File: src/rtl/rps_pkg.sv
`default_nettype none
// ============================================================================
//  Module   : rps_pkg
//  Purpose  : Shared choice/result codes, FSM encoding and helper functions
//             for the rock-paper-scissors match controller.
//  Revision : 1.0
// ============================================================================
package rps_pkg;

    localparam logic [1:0] NONE     = 2'd0;
    localparam logic [1:0] ROCK     = 2'd1;
    localparam logic [1:0] PAPER    = 2'd2;
    localparam logic [1:0] SCISSORS = 2'd3;

    localparam logic [2:0] PERSON_WINS   = 3'b001;
    localparam logic [2:0] COMPUTER_WINS = 3'b010;
    localparam logic [2:0] TIE           = 3'b100;
    localparam logic [2:0] BLANK         = 3'b111;

    typedef enum logic [2:0] {
        ST_IDLE    = 3'd0,
        ST_DRAW    = 3'd1,
        ST_JUDGE   = 3'd2,
        ST_SHOW    = 3'd3,
        ST_RELEASE = 3'd4,
        ST_OVER    = 3'd5
    } state_t;

    function automatic logic [2:0] rps_judge(input logic [1:0] person,
                                             input logic [1:0] computer);
        logic [2:0] res;
        if (person == computer) begin
            res = TIE;
        end else if ((person == ROCK     && computer == SCISSORS) ||
                     (person == PAPER    && computer == ROCK)     ||
                     (person == SCISSORS && computer == PAPER)) begin
            res = PERSON_WINS;
        end else begin
            res = COMPUTER_WINS;
        end
        return res;
    endfunction

    // Right-shifting Galois form of x^16+x^14+x^13+x^11
    function automatic logic [15:0] lfsr_step(input logic [15:0] value);
        logic [15:0] nxt;
        nxt = {1'b0, value[15:1]};
        if (value[0]) begin
            nxt = nxt ^ 16'hB400;
        end
        return nxt;
    endfunction

endpackage
`default_nettype wire

File: src/rtl/rps_debounce.sv
`default_nettype none
// ============================================================================
//  Module   : rps_debounce
//  Purpose  : Two-flop synchroniser plus stability counter for one button;
//             emits the debounced level and a rising-edge pulse.
//  Revision : 1.0
// ============================================================================
module rps_debounce #(
    parameter logic [15:0] DEBOUNCE_CYCLES = 16'd12000
) (
    input  logic clk,
    input  logic rst_n,
    input  logic btn,
    output logic level,
    output logic rise
);

    logic        sync1;
    logic        sync2;
    logic [15:0] count;
    logic        flip;

    // The pulse coincides with the clock edge that raises the level
    assign flip = (sync2 != level) && (count == DEBOUNCE_CYCLES - 16'd1);
    assign rise = flip && sync2;

    always_ff @(posedge clk) begin
        if (!rst_n) begin
            sync1 <= 1'b0;
            sync2 <= 1'b0;
            level <= 1'b0;
            count <= 16'd0;
        end else begin
            sync1 <= btn;
            sync2 <= sync1;
            if (sync2 != level) begin
                if (flip) begin
                    level <= sync2;
                    count <= 16'd0;
                end else begin
                    count <= count + 16'd1;
                end
            end else begin
                count <= 16'd0;
            end
        end
    end

endmodule
`default_nettype wire

File: src/rtl/rps_match.sv
`default_nettype none
// ============================================================================
//  Module   : rps_match
//  Purpose  : Best-of rock-paper-scissors match against an LFSR opponent with
//             debounced buttons, timed result display and score counters.
//  Revision : 1.0
// ============================================================================
module rps_match
    import rps_pkg::*;
#(
    parameter logic [15:0] DEBOUNCE_CYCLES = 16'd12000,
    parameter logic [23:0] HOLD_CYCLES     = 24'd6000000,
    parameter int          ROUNDS_TO_WIN   = 3,
    parameter logic [15:0] LFSR_SEED       = 16'hACE1
) (
    input  logic       CLK,
    input  logic       RST_N,
    input  logic       BTN_ROCK,
    input  logic       BTN_PAPER,
    input  logic       BTN_SCISSORS,
    output logic [2:0] RESULT,
    output logic [1:0] COMP_CHOICE,
    output logic [2:0] PERSON_SCORE,
    output logic [2:0] COMP_SCORE,
    output logic       MATCH_OVER,
    output logic       MATCH_WINNER
);

    localparam logic [2:0] WIN_SCORE = ROUNDS_TO_WIN[2:0];

    logic [2:0]  btn_raw;
    logic [2:0]  level;
    logic [2:0]  rise;
    state_t      state;
    logic [15:0] lfsr;
    logic [1:0]  person;
    logic [23:0] hold;
    logic        armed;

    assign btn_raw = {BTN_SCISSORS, BTN_PAPER, BTN_ROCK};

    generate
        for (genvar i = 0; i < 3; i++) begin : g_btn
            rps_debounce #(
                .DEBOUNCE_CYCLES(DEBOUNCE_CYCLES)
            ) u_debounce (
                .clk  (CLK),
                .rst_n(RST_N),
                .btn  (btn_raw[i]),
                .level(level[i]),
                .rise (rise[i])
            );
        end
    endgenerate

    always_ff @(posedge CLK) begin
        if (!RST_N) begin
            state        <= ST_IDLE;
            lfsr         <= LFSR_SEED;
            person       <= NONE;
            hold         <= 24'd0;
            armed        <= 1'b0;
            RESULT       <= BLANK;
            COMP_CHOICE  <= NONE;
            PERSON_SCORE <= 3'd0;
            COMP_SCORE   <= 3'd0;
            MATCH_OVER   <= 1'b0;
            MATCH_WINNER <= 1'b0;
        end else begin
            lfsr <= lfsr_step(lfsr);
            case (state)
                ST_IDLE: begin
                    // Only a lone press starts a round; chords are ignored
                    case (rise)
                        3'b001: begin person <= ROCK;     state <= ST_DRAW; end
                        3'b010: begin person <= PAPER;    state <= ST_DRAW; end
                        3'b100: begin person <= SCISSORS; state <= ST_DRAW; end
                        default: ;
                    endcase
                end
                ST_DRAW: begin
                    // Rejecting 0 keeps the three choices equally likely
                    if (lfsr[1:0] != NONE) begin
                        COMP_CHOICE <= lfsr[1:0];
                        state       <= ST_JUDGE;
                    end
                end
                ST_JUDGE: begin
                    RESULT <= rps_judge(person, COMP_CHOICE);
                    case (rps_judge(person, COMP_CHOICE))
                        PERSON_WINS: begin
                            if (PERSON_SCORE != 3'd7) PERSON_SCORE <= PERSON_SCORE + 3'd1;
                        end
                        COMPUTER_WINS: begin
                            if (COMP_SCORE != 3'd7) COMP_SCORE <= COMP_SCORE + 3'd1;
                        end
                        default: ;
                    endcase
                    hold  <= HOLD_CYCLES - 24'd1;
                    state <= ST_SHOW;
                end
                ST_SHOW: begin
                    if (hold != 24'd0) begin
                        hold <= hold - 24'd1;
                    end else if (PERSON_SCORE == WIN_SCORE || COMP_SCORE == WIN_SCORE) begin
                        MATCH_OVER   <= 1'b1;
                        MATCH_WINNER <= (COMP_SCORE == WIN_SCORE);
                        armed        <= 1'b0;
                        state        <= ST_OVER;
                    end else begin
                        state <= ST_RELEASE;
                    end
                end
                ST_RELEASE: begin
                    if (level == 3'b000) begin
                        RESULT <= BLANK;
                        state  <= ST_IDLE;
                    end
                end
                ST_OVER: begin
                    // A button still held from the final round must not restart
                    if (level == 3'b000) begin
                        armed <= 1'b1;
                    end
                    if (armed && (rise != 3'b000)) begin
                        PERSON_SCORE <= 3'd0;
                        COMP_SCORE   <= 3'd0;
                        MATCH_OVER   <= 1'b0;
                        RESULT       <= BLANK;
                        state        <= ST_IDLE;
                    end
                end
                default: state <= ST_IDLE;
            endcase
        end
    end

endmodule
`default_nettype wire
File: config.mk
export PLATFORM = sky130hd
export DESIGN_NAME = rps_match
export DESIGN_NICKNAME = d
export VERILOG_FILES = /design/src/rtl/rps_pkg.sv /design/src/rtl/rps_debounce.sv /design/src/rtl/rps_match.sv
export SDC_FILE = /design/constraint.sdc
export NUM_CORES = 1
export LEC_CHECK = 0
export CAP_MARGIN = 30
export CORE_UTILIZATION = 40
export CTS_CLUSTER_SIZE = 16
export DETAILED_ROUTE_END_ITERATION = 8
export PLACE_DENSITY_LB_ADDON = 0.15
export RECOVER_POWER = 25
export SYNTH_ARGS = -nofsm -noshare
export SYNTH_HDL_FRONTEND = slang
export SYNTH_HIERARCHICAL = 1
export SYNTH_SLANG_ARGS = --single-unit
File: constraint.sdc
create_clock -name CLK -period 4.8 [get_ports CLK]
set_input_delay 0.72 -clock CLK [delete_from_list [all_inputs] [get_ports CLK]]
set_output_delay 0.72 -clock CLK [all_outputs]
set_load 0.01 [all_outputs]
==> results list <==
- Launch instance of the worst min-delay path: lfsr[6]
* Routed wire per std cell: 13.61 um
- Clock tree from TritonCTS: done
- After clock tree synthesis, the setup repair step added 0 buffers.
- Maximum single-stage delay on the critical path: 0.65 ns
- Number of failing hold endpoints at the final stage: 0
* Number of gates on the worst path with buffers counted: 9
- Worst Skew: 0.01016 ns
- The placed instances occupy a cell area of 0.005660 mm2.
- I/O pin cnt: 18
- # rows: 42
- Counting instances, the worst hold path has a depth of 1.
- Clock network fraction of total power: 52.2%
- Endpoint of the worst hold-timing path: lfsr[5]
* Vias in the first global route: 4,089
* Power density over the cells: 379.8 mW/mm2
- Worst VDD drop: 0.0002532 V
- Share of flip-flops with an asynchronous set or reset: 0%
* Status: finished, violations left
- Cells with a size suffix above 1 make up 9.698% of the layout.
* Hold bufs inserted after CTS: 0
* Port Buf Inserts: 17
* Register clock-pin slew on the reported worst setup and hold paths: 0.06 ns
- Worst setup path category: register to register
- Core box area: 0.01319 mm2
- Inserted Clock Buffers: 17
* Routed Antenna Nets: 0
- Transition time of the tightest slew-check pin: 1.608 ns
* Resized cells post-CTS: 0
- The first routing iteration left 248 violations.
- Total number of clock tree sinks: 116
* Sum Neg Setup Slack: 0 ns
* Syn. warnings: 6
* GRT Overall Usage: 16.63%
- The finished cells cover 0.006237 mm2.
- Effective utilization at floorplan: 40.86%
- Maximum net fanout on the critical path: 6
* Rel. slew slack: -7.168%
- Critical Path RT: 5.10 ns
* Post-detailed-route via-to-cell ratio: 5.268
- The number of antenna diodes in the final layout is 0.
- Fraction of post-synthesis cell area in the top cell type by area: 43.09%
- In this run the static leakage power is 0.002121 uW.
- Flop2flop setup slack: 1.47 ns
- In this run the power spent charging and discharging nets is 554.0 uW.
- R2R cell count: 9
- Failing checks: capacitance limit, slew limit
* Most used DFF post-synth: dfxtp_1
- Timing would allow up to 300.1 MHz.
* Final Slew Violations: 33
* Maximum number of pins on one net before global-route repair: 33
- After technology mapping, the gate count stands at 600.
- First-pass iteration count of the detailed router: 4
- In this run the worst hold path is classified as register to register.
* Area enclosed by the die boundary: 0.01394 mm2
* Post-route total power: 2369 uW
- Among all stages on the critical path, the largest delay is contributed by or4_4.
* Sum of net half-perimeters after detailed placement: 7309 um
- Fill cell total of the finished layout: 1,281
- Final cycle utilization of the critical path: 69.43%
* Total number of vias: 4,241
- Count of placed standard cells in the final layout, fillers left out: 805
* Tmin final: 3.333 ns
- dfxtp_1 takes more of the synthesized area than any other cell.
- Sequential cells burn 42.4% of the power.
* H-tree Lvls: 4
- In the routed design, unresolved DRC markers number 0.
- Routability-driven placement finished with a final weighted congestion of 0.8253.
- From synthesis to final layout, the design area changed by 15.74%.
- Clock Root Buffer: clkbuf_16
- Number of buffer and inverter instances along the worst setup path: 0
- Design internal power: 1815 uW
* Die span in y: 118.1 um
- Number of nets in the layout: 632
- The netlist uses 56 different library cells.
- Fraction of the yosys area taken by sequential cells: 43.09%
* Setup repair after global routing missed its margin: false
- The worst setup path is launched from a register.
- After detailed routing, the total wire length is 10,960 um.
- Combinational fraction of design power: 5.4%
- Mapped cell area: 0.005389 mm2
* Count of maximum capacitance violations: 1
* R2r startpoint: g_btn[2].u_debounce/count[0]
- Flip-flop and latch count after synthesis: 116
- Switching power share of the total: 23.39%
- The die is 118.1 um wide.
- Worst hold slack: 0.4161 ns
* Crit-path leading delay family: simple AND/OR/NAND/NOR gates
* First-pass GRT wire length: 18,720 um
- Yosys attributes the largest share of cell area to dfxtp_1, xnor2_1, nor2_1.
- Post-synthesis area per instance: 8.982 um2
* Arrival time of data at the critical path endpoint: 3.64 ns
* Number of enable-type register cells in the synthesized netlist: 0
- Number of buffers on the longest clock path: 2
- The number of nets handed over by synthesis was 616.
- The most common cell in the synthesized netlist is dfxtp_1.
- Setup violations remaining at the end of the flow were counted as 0.
- Remaining global-route overflow: 0
* Clock network latency to the later pin of the worst-skew pair: 0.41 ns
- CP endpoint kind: register
- Cell types with the highest counts after synthesis: dfxtp_1, nor2_1, xnor2_1, nand2_1
* Post-placement cell count: 772
- Critical path cell sequence: ha_1, nand4_1, or4_4, nor3b_1, xor2_1, o21ai_0, a221oi_1, a21oi_1, a31o_2
- The worst register-to-register path ends at state[0].
- Antenna violations before repair: 0
## final cells by class
class	instances	area (um2)	area share [%]
clock buffers	18	439.2	7.041
clock inverters	14	153.9	2.467
multi-input cells	443	2849	45.68
repair buffers	21	188.9	3.029
well taps	176	220.2	3.531
flip-flops and latches	116	2322	37.23
inverters	17	63.81	1.023
## flip-flops by register name, summed over array words and instances, names as in the netlist, 3 cells and up
name and cells:
COMP_SCORE 3, PERSON_SCORE 3, RESULT 3, g_btn.u_debounce/count 48
g_btn.u_debounce/level 3, g_btn.u_debounce/sync1 3, g_btn.u_debounce/sync2 3, hold 24
lfsr 16, state 3
## metrics by stage
stage	utilization [%]	setup WS, ns
after global placement	42.91	1.562
after detailed placement	42.91	1.495
final	47.29	1.467
after CTS	47.41	1.461
after floorplan	-	1.836
after global routing	47.29	1.233
## layout by cell type (no fill, tap or decap), drive strengths merged, types with 5 or more instances in the layout
master         instances
or3                   10
nor3b                  7
a21oi                 29
nand2                 32
a211oi                11
xor2                  25
o21ai                 13
nand3                 32
nor4                  16
clkinv                 7
inv                   19
o31ai                  9
ha                    11
or4                   15
nor3                  15
dfxtp                116
nand2b                10
clkbuf                21
nand4                 24
or3b                   5
clkdlybuf4s50         16
a31oi                  9
xnor2                 34
and2                  14
nor2                  75
## layer usage
metal	track usage, %	vias up	share of wire [%]
li1	-	2183	-
met1	20.18	1990	49
met2	27.13	55	47
met3	5.378	13	3.5
met4	6.651	0	1.2
met5	0	-	0
## how the worst max path moves through the flow
| stage | start | endpoint | slack, ns |
|---|---|---|---|
| 2_1_floorplan | g_btn[1].u_debounce/count[0] | state[0] | 1.84 |
| 3_3_place_gp | g_btn[2].u_debounce/count[0] | state[0] | 1.56 |
| 3_5_place_dp | g_btn[1].u_debounce/count[0] | state[0] | 1.49 |
| 4_1_cts | g_btn[1].u_debounce/count[0] | state[0] | 1.46 |
| 5_1_grt | g_btn[2].u_debounce/count[0] | state[0] | 1.23 |
| 6_report | g_btn[2].u_debounce/count[0] | state[0] | 1.47 |
## power by group through the flow
stage	Sequential [uW]	Clock, uW	Combinational, uW
after floorplan	1010	0	107
after global placement	1020	0	126
after detailed placement	1020	0	127
after CTS	1000	1270	129
after global routing	1010	1320	143
final	1000	1240	128
## logic make-up (layout without fill, tap and decap cells)
| family | Yosys count | count (layout) | synth area share, % |
|---|---|---|---|
| AOI/OAI and AO/OA | 86 | 86 | 10.49 |
| xor gates and xnor gates | 59 | 59 | 9.589 |
| adders and majority gates | 11 | 11 | 2.554 |
| buffers and inverters | 41 | 70 | 3.808 |
| DFF | 116 | 116 | 43.09 |
| muxes | 6 | 6 | 1.161 |
| and+or+nand+nor | 281 | 281 | 29.30 |
Note: power is estimated with default switching activity, not from simulation.
